**src/rtl/j1_stack_pkg.sv**
```systemverilog
// j1_stack_pkg: shared sizing defaults and pointer-delta encodings
// for the j1 data and return stacks.
package j1_stack_pkg;

    localparam int WIDTH_DEF = 16;
    localparam int DEPTH_DEF = 5;

    localparam logic [1:0] DELTA_HOLD = 2'b00;
    localparam logic [1:0] DELTA_PUSH = 2'b01;
    localparam logic [1:0] DELTA_POP1 = 2'b11;
    localparam logic [1:0] DELTA_POP2 = 2'b10;

endpackage

```
**src/rtl/j1_stack_if.sv**
```systemverilog
// j1_stack_if: stack port bundle; master = core side, slave = stack.
// Carries delta/write/clear requests and top-of-stack/status returns.
interface j1_stack_if
    import j1_stack_pkg::*;
#(
    parameter int WIDTH = WIDTH_DEF,
    parameter int DEPTH = DEPTH_DEF
);
    logic [1:0]       delta;
    logic             write_enable;
    logic [WIDTH-1:0] write_data;
    logic             clear_flags;
    logic [WIDTH-1:0] read_data;
    logic [WIDTH-1:0] read_data_second;
    logic [DEPTH-1:0] stack_pointer;
    logic [DEPTH:0]   count;
    logic [DEPTH:0]   high_water;
    logic             overflow;
    logic             underflow;

    modport master (
        output delta, write_enable, write_data, clear_flags,
        input  read_data, read_data_second, stack_pointer,
        input  count, high_water, overflow, underflow
    );

    modport slave (
        input  delta, write_enable, write_data, clear_flags,
        output read_data, read_data_second, stack_pointer,
        output count, high_water, overflow, underflow
    );
endinterface

```
**src/rtl/j1_stack_ram.sv**
```systemverilog
// j1_stack_ram: 2**DEPTH x WIDTH register file, one sync write port,
// two async read ports (i_we/i_waddr/i_wdata, i_raddr_a/b -> o_rdata_a/b).
module j1_stack_ram #(
    parameter int WIDTH = 16,
    parameter int DEPTH = 5
) (
    input  logic             i_clk,
    input  logic             i_we,
    input  logic [DEPTH-1:0] i_waddr,
    input  logic [WIDTH-1:0] i_wdata,
    input  logic [DEPTH-1:0] i_raddr_a,
    input  logic [DEPTH-1:0] i_raddr_b,
    output logic [WIDTH-1:0] o_rdata_a,
    output logic [WIDTH-1:0] o_rdata_b
);
    logic [WIDTH-1:0] r_mem [2**DEPTH];

    always_ff @(posedge i_clk) begin
        if (i_we) begin
            r_mem[i_waddr] <= i_wdata;
        end
    end

    assign o_rdata_a = r_mem[i_raddr_a];
    assign o_rdata_b = r_mem[i_raddr_b];
endmodule

```
**src/rtl/j1_stack.sv**
```systemverilog
// j1_stack: parametrised j1 stack with occupancy, high-water mark and
// sticky overflow/underflow; ports: clock, active_low_reset, bus (slave).
module j1_stack
    import j1_stack_pkg::*;
#(
    parameter int WIDTH = WIDTH_DEF,
    parameter int DEPTH = DEPTH_DEF,
    parameter bit WRAP  = 1'b1
) (
    input  logic        clock,
    input  logic        active_low_reset,
    j1_stack_if.slave   bus
);
    localparam int unsigned FULL_I = 2**DEPTH;
    localparam logic [DEPTH:0] FULL = FULL_I[DEPTH:0];

    logic [DEPTH-1:0]        r_sp;
    logic [DEPTH:0]          r_count;
    logic [DEPTH:0]          r_high;
    logic                    r_over;
    logic                    r_under;

    logic signed [DEPTH+1:0] w_dext;
    logic signed [DEPTH+1:0] w_cnt_next;
    logic [DEPTH-1:0]        w_sp_next;
    logic [DEPTH-1:0]        w_sp_below;
    logic                    w_over;
    logic                    w_under;
    logic                    w_legal;
    logic                    w_move;
    logic [DEPTH:0]          w_cnt_new;
    logic                    w_we;

    always_comb begin
        w_dext = '0;
        unique case (bus.delta)
            DELTA_HOLD: w_dext = '0;
            DELTA_PUSH: w_dext = (DEPTH+2)'(1);
            DELTA_POP1: w_dext = -(DEPTH+2)'(1);
            DELTA_POP2: w_dext = -(DEPTH+2)'(2);
        endcase
    end

    // Count is tracked in DEPTH+2 signed bits so -2 and FULL+1 both fit.
    assign w_cnt_next = $signed({1'b0, r_count}) + w_dext;
    assign w_sp_next  = r_sp + w_dext[DEPTH-1:0];
    assign w_sp_below = r_sp - DEPTH'(1);
    assign w_over     = w_cnt_next > $signed({1'b0, FULL});
    assign w_under    = w_cnt_next[DEPTH+1];
    assign w_legal    = !w_over && !w_under;
    assign w_move     = w_legal || WRAP;

    always_comb begin
        w_cnt_new = r_count;
        if (w_legal) begin
            w_cnt_new = w_cnt_next[DEPTH:0];
        end else if (WRAP) begin
            w_cnt_new = w_over ? FULL : '0;
        end
    end

    // Reset gates the write so an aborted push leaves memory intact.
    assign w_we = bus.write_enable && w_move && active_low_reset;

    always_ff @(posedge clock or negedge active_low_reset) begin
        if (!active_low_reset) begin
            r_sp    <= '0;
            r_count <= '0;
            r_high  <= '0;
            r_over  <= 1'b0;
            r_under <= 1'b0;
        end else begin
            if (w_move) begin
                r_sp <= w_sp_next;
            end
            r_count <= w_cnt_new;
            if (bus.clear_flags || (w_cnt_new > r_high)) begin
                r_high <= w_cnt_new;
            end
            // A fresh error outranks a same-cycle clear.
            r_over  <= (r_over  && !bus.clear_flags) || w_over;
            r_under <= (r_under && !bus.clear_flags) || w_under;
        end
    end

    j1_stack_ram #(
        .WIDTH (WIDTH),
        .DEPTH (DEPTH)
    ) u_ram (
        .i_clk     (clock),
        .i_we      (w_we),
        .i_waddr   (w_sp_next),
        .i_wdata   (bus.write_data),
        .i_raddr_a (r_sp),
        .i_raddr_b (w_sp_below),
        .o_rdata_a (bus.read_data),
        .o_rdata_b (bus.read_data_second)
    );

    assign bus.stack_pointer = r_sp;
    assign bus.count         = r_count;
    assign bus.high_water    = r_high;
    assign bus.overflow      = r_over;
    assign bus.underflow     = r_under;
endmodule

```
**src/flat_wrapper.sv**
```systemverilog
// flat-port wrapper written by rule: the top's interface ports become plain ports
module j1_stack_flat import j1_stack_pkg::*;
#(
    parameter int WIDTH = WIDTH_DEF,
    parameter int DEPTH = DEPTH_DEF,
    parameter bit WRAP  = 1'b1
)
  (clock, active_low_reset, bus_delta, bus_write_enable, bus_write_data, bus_clear_flags, bus_read_data, bus_read_data_second, bus_stack_pointer, bus_count, bus_high_water, bus_overflow, bus_underflow);
  j1_stack_if #(.WIDTH(WIDTH), .DEPTH(DEPTH)) bus_i ();
  input  logic clock;
  input  logic active_low_reset;
  input wire logic [$bits(bus_i.delta)-1:0] bus_delta;
  input wire logic [$bits(bus_i.write_enable)-1:0] bus_write_enable;
  input wire logic [$bits(bus_i.write_data)-1:0] bus_write_data;
  input wire logic [$bits(bus_i.clear_flags)-1:0] bus_clear_flags;
  output wire logic [$bits(bus_i.read_data)-1:0] bus_read_data;
  output wire logic [$bits(bus_i.read_data_second)-1:0] bus_read_data_second;
  output wire logic [$bits(bus_i.stack_pointer)-1:0] bus_stack_pointer;
  output wire logic [$bits(bus_i.count)-1:0] bus_count;
  output wire logic [$bits(bus_i.high_water)-1:0] bus_high_water;
  output wire logic [$bits(bus_i.overflow)-1:0] bus_overflow;
  output wire logic [$bits(bus_i.underflow)-1:0] bus_underflow;
  assign bus_i.delta = bus_delta;
  assign bus_i.write_enable = bus_write_enable;
  assign bus_i.write_data = bus_write_data;
  assign bus_i.clear_flags = bus_clear_flags;
  assign bus_read_data = bus_i.read_data;
  assign bus_read_data_second = bus_i.read_data_second;
  assign bus_stack_pointer = bus_i.stack_pointer;
  assign bus_count = bus_i.count;
  assign bus_high_water = bus_i.high_water;
  assign bus_overflow = bus_i.overflow;
  assign bus_underflow = bus_i.underflow;
  j1_stack #(.WIDTH(WIDTH), .DEPTH(DEPTH), .WRAP(WRAP)) u_core (.clock(clock), .active_low_reset(active_low_reset), .bus(bus_i));
endmodule
```
**config.mk**
```make
export PLATFORM = sky130hd
export DESIGN_NAME = j1_stack_flat
export DESIGN_NICKNAME = d
export VERILOG_FILES = /design/src/rtl/j1_stack_pkg.sv /design/src/rtl/j1_stack_if.sv /design/src/rtl/j1_stack_ram.sv /design/src/rtl/j1_stack.sv /design/src/flat_wrapper.sv
export SDC_FILE = /design/constraint.sdc
export NUM_CORES = 1
export LEC_CHECK = 0
export ABC_CLOCK_PERIOD_IN_PS = 8440
export BUFFER_PORTS_ARGS = -buffer_cell sky130_fd_sc_hd__buf_2
export CAP_MARGIN = 20
export CORE_MARGIN = 2
export CORE_UTILIZATION = 30
export DETAILED_ROUTE_END_ITERATION = 7
export GPL_ROUTABILITY_DRIVEN = 1
export GPL_TIMING_DRIVEN = 0
export SETUP_SLACK_MARGIN = 0.5
export SYNTH_ARGS = -nofsm -noshare
export SYNTH_HDL_FRONTEND = slang
export SYNTH_SLANG_ARGS = --single-unit
export TNS_END_PERCENT = 50
```
**constraint.sdc**
```tcl
create_clock -name clock -period 8.44 [get_ports clock]
set_input_delay 0.844 -clock clock [delete_from_list [all_inputs] [get_ports clock]]
set_output_delay 0.844 -clock clock [all_outputs]
set_load 0.01 [all_outputs]
```
# Yosys cells after proc, flatten, opt, wreduce, memory -nomap -nowiden
# Memory sizes are Yosys's and may differ from the RTL's.
# Index checks and enable logic that the tools add are counted.
[word_totals] mem_bits_rw=512 n_memories=1 register_bits=19 inputBits=22 wordCells=30
[memory_table] name="u_core.u_ram.r_mem" words=32 width=16 rd=2 rd_clocked_by_memory_dff=0 wr=1 line="j1_stack_ram.sv:16" text="logic [WIDTH-1:0] r_mem [2**DEPTH];"
[op_classes] reduce_logical=11 magnitude_cmp=2 mux=5 addsub=3 n_eq_ne=3
[ops] operator="7-bit one-hot mux with 4 select lines" count=1
[ops] operator="6-bit two-way mux" count=2
[ops] operator="7-bit adder" count=1
[ops] operator="7-bit greater-than comparator (second input constant)" count=1
[ops] operator="6-bit greater-than comparator" count=1
[ops] operator="5-bit adder" count=1
[ops] operator="5-bit by 1-bit subtractor with 5-bit output (second input constant)" count=1
[ops] operator="2-bit == test (second input constant)" count=2
[ops] operator="1-bit logical AND" count=4
[ops] operator="1-bit logical NOT" count=3
[ops] operator="1-bit logical OR" count=3
[ops] operator="2-bit by 1-bit == test with 1-bit output (second input constant)" count=1
[ops] operator="2-bit logical NOT" count=1
[ops] operator="1-bit two-way mux" count=2

# Longest topological paths before layout
[depth] depth_word=9 mapped_depth=15 mapped_depth_nobuf=13

# Modules after synthesis
# From an unflattened synthesis, not the netlist that was laid out.
[unflattened] hier_cells=1815 hier_area_um2=26011.2
[modules_own_cells] mod="j1_stack_ram" instances=1 area_each_um2=24796.3 cells_each=1696
[modules_own_cells] mod="j1_stack" instances=1 area_each_um2=1214.9 cells_each=119

# Least setup slack after synthesis
# Ideal clock, no wire load.
[synth_timing] path_type="register to output" from="register u_core.r_sp[0] (netlist: u_core.bus.stack_pointer[0])" to="output port bus_read_data_second[0]" t_required_ns=7.596 path_stages_with_launch=12 path_slack_ns=4.300 arrival_time_ns=3.296 cell_sequence="dfrtp_1 clkbuf_1 buf_6 buf_2 buf_2 inv_1 ha_1 clkbuf_1 clkbuf_1 mux4_2 mux4_2 mux2_2"
[synth_via] elab_chain_len=2
[synth_lines] item="from (decl)" line="j1_stack.sv:17" text="logic [DEPTH-1:0] r_sp;"
[synth_lines] item="from (signal assigned)" line="j1_stack.sv:74" text="r_sp <= w_sp_next;"
[synth_lines] item="5-bit by 1-bit subtractor with 5-bit output" line="j1_stack.sv:47" text="assign w_sp_below = r_sp - DEPTH'(1);"
[synth_lines] item="memory 32 x 16 bit"
[synth_lines] item="to (decl)" line="flat_wrapper.sv:17" text="output wire logic [$bits(bus_i.read_data_second)-1:0] bus_read_data_second;"
# No other way between the ends.

# Worst setup path after layout
[layout_timing] from="register u_core.r_sp[0] (netlist: u_core.bus.stack_pointer[0])" to="output port bus_read_data_second[4]"
# Same word-level chain as after synthesis.

==> metrics.cfg <==
[synthesis]
synth_flop_cell=edfxtp_1
ys_seq_area_share_pct=63.8
syn-num-nets=1153
netlist.area_leader.share_pct=61.9
synth_cell_types=41
ys_ff_latch=531
synth_top_area_cell=edfxtp_1
synthArstFlopShare_pct=3.58
syn_avg_cell_area_sq_um=22.3
synth_area_leaders=edfxtp_1, mux4_2, dfrtp_1
yosysWarnings=0
synth_edf_count=512
syn-cell-area_sq_um=24800
postSynthCellCount=1114

[timing]
slew_violations=0
finClkSkew_ps=26.8
setup_violations=0
tightest_slew_ps=1160
fmax_mhz=150
period_minus_slack_ps=6660
setup-tns-final_ps=0
period_share_pct=78.9
finalHoldViolations=0
relSlewSlack_pct=23.0
worst_slack_ps=1780
rsz0062_at_grt=no

[detailed_routing]
route.detailed.wl_per_inst_um=30.4
route.detailed.drc=0
first_pass_iters=5
via_count=13400
detail_route.vias_per_cell=5.61
drt_iter0_markers=1502
wl_um=72700
ant_nets=0

[worst_setup_path]
worstPathRequired_ps=7600
regToRegSetupSlack_ps=4410
max_stage_delay_ps=870
crit_chain=clkbuf_1 > buf_6 > buf_2 > buf_2 > inv_1 > ha_1 > clkbuf_1 > clkbuf_1 > mux4_2 > mux4_2 > mux2_2 > buf_2
r2r_cells=14
worstPathMaxFanout=10
path_class=reg -> out
worstSetupStartpointType=flop
worstReg2RegStart=u_core.bus.count[0]
endpoint_kind=primary output
worstReg2RegEnd=u_core.bus.high_water[3]
slowest_stage=clkbuf_1
cp.arrival_ps=5820

[clocking]
cts-buffers-inserted=55
hold_buffers=0
post_cts_buffers=0
h-tree-depth=2
clk_path_buf_depth=3
path_clk_slew_ps=70
root_buffer=clkbuf_16
cts.repair.resized=0
cts_sinks=531
clkLatencyLatePin_ps=620
cts_tree=done

[final_layout]
nNetsFinal=1316
multi_input_area_sq_um=8570
fillers=7505
stdcell_count=2393
regArea_sq_um=15900
area_growth_pct=17.4
drive_gt1_share_pct=47.4
mostFrequentLayoutCells=edfxtp_1, mux4_2, buf_2
utilization_pct=35.6
antenna_cells=0
final_common_cell=edfxtp_1

[grt]
grt_busiest_layer=met2
use_met2_pct=27.1
grt_pass1_wl_um=102000
antenna_found_initial=6
grt_overflow=0
grt_use_total_pct=17.1
grt_pass1_vias=13900
gr-usage-met1_pct=22.8
grt_max_degree=33
use_met3_pct=5.27

[floorplan]
die_h_um=292
std_cell_rows=105
ioPinCount=73
initial_core_util_pct=30.3
coreArea_sq_um=82000
die-area_sq_um=85100
fp.dieW_um=292

[power]
peakVddDrop_mv=0.401
p_leak_nw=9.17
power_density_nw_per_um2=410
power_mw=11.9

[hold_path]
min_path_type=in -> async

[placed_design]
dp_slack_ps=2450
place_congestion=0.845
dp_hpwl_um=52800
dp_cells=2290
port_buffers=71

[flow_run]
maxCapViolCount=0

[outcome]
status=completed

-- through the flow --
stage          hold WS, ps  area, sq um
2_1_floorplan          521        24800
3_3_place_gp           463        26500
3_5_place_dp           472        27200
4_1_cts                179        29100
5_1_grt                212        29100
6_report               183        29100
-- cell type report --
| class | instances | share of cell area (%) |
|---|---|---|
| well taps | 1070 | 4.59 |
| plain buffers | 81 | 1.53 |
| inverters | 11 | 0.142 |
| clock buffers | 63 | 4.90 |
| clock inverters | 40 | 1.68 |
| repair buffers | 106 | 3.37 |
| multi-input cells | 491 | 29.4 |
| flip-flops and latches | 531 | 54.4 |
-- worst max path at each step --
stage               depth (start not counted)                   startpoint                      end  slack, ps
floorplan                                  11  u_core.bus.stack_pointer[0]  bus_read_data_second[0]       4300
global placement                           12  u_core.bus.stack_pointer[0]  bus_read_data_second[4]       2490
detailed placement                         12  u_core.bus.stack_pointer[0]  bus_read_data_second[3]       2450
CTS                                        12  u_core.bus.stack_pointer[0]  bus_read_data_second[4]       1780
global route                               12  u_core.bus.stack_pointer[0]  bus_read_data_second[4]       1630
finish                                     12  u_core.bus.stack_pointer[0]  bus_read_data_second[4]       1780
-- sequential cells by signal (all words and copies together) (netlist names) --
register,count
u_core.bus.overflow,1
u_core.bus.count,6
u_core.bus.stack_pointer,5
u_core.bus.underflow,1
u_core.u_ram.r_mem,512
u_core.bus.high_water,6
-- synthesized netlist by cell type (all sizes together) (2+ instances only) --
library cell and count:
a21o 4, a21oi 8, buf 53, clkbuf 28, dfrtp 19, edfxtp 512, ha 16, inv 11
mux2 32, mux4 320, nand2 11, nand3 3, nand3b 5, nand4 2, nor2 39, nor3 5
o21a 3, o21ai 6, o31ai 5, o41ai 2, or2 2, or3 4, xnor2 7, xor2 5
-- metal layers --
metal / wire (um) / share of wire (%) / vias to the layer above
li1: - / - / 5278
met1: 28700 / 39 / 7299
met2: 34400 / 47 / 740
met3: 7980 / 11 / 93
met4: 1590 / 2.2 / 8
met5: 48 / 0.066 / -
-- power by group --
group / internal, mW / total, mW / switching (mW) / leakage, nW
registers: 3.07 / 3.15 / 0.0780 / 4.85
clock network: 1.52 / 2.58 / 1.05 / 0.926
logic: 2.77 / 6.22 / 3.45 / 3.40
total: 7.37 / 11.9 / 4.58 / 9.17
-- critical path, delay by kind of cell, from the launching register on --
family,cells,cell delay [ps]
buffers and inverters,8,3210
muxes,3,1310
DFF,1,360
adders and majority gates,1,300
-- logic make-up after synthesis --
| family | count (synthesis) | synth area share (%) |
|---|---|---|
| AO/OA/AOI/OAI | 34 | 0.968 |
| adder cells (fa/ha/maj) | 18 | 0.927 |
| flip-flops | 531 | 63.8 |
| buffers and inverters | 92 | 1.96 |
| XOR/XNOR | 12 | 0.423 |
| multiplexers | 352 | 30.5 |
| AND/OR/NAND/NOR | 75 | 1.40 |
(Power assumes the default switching activity.)
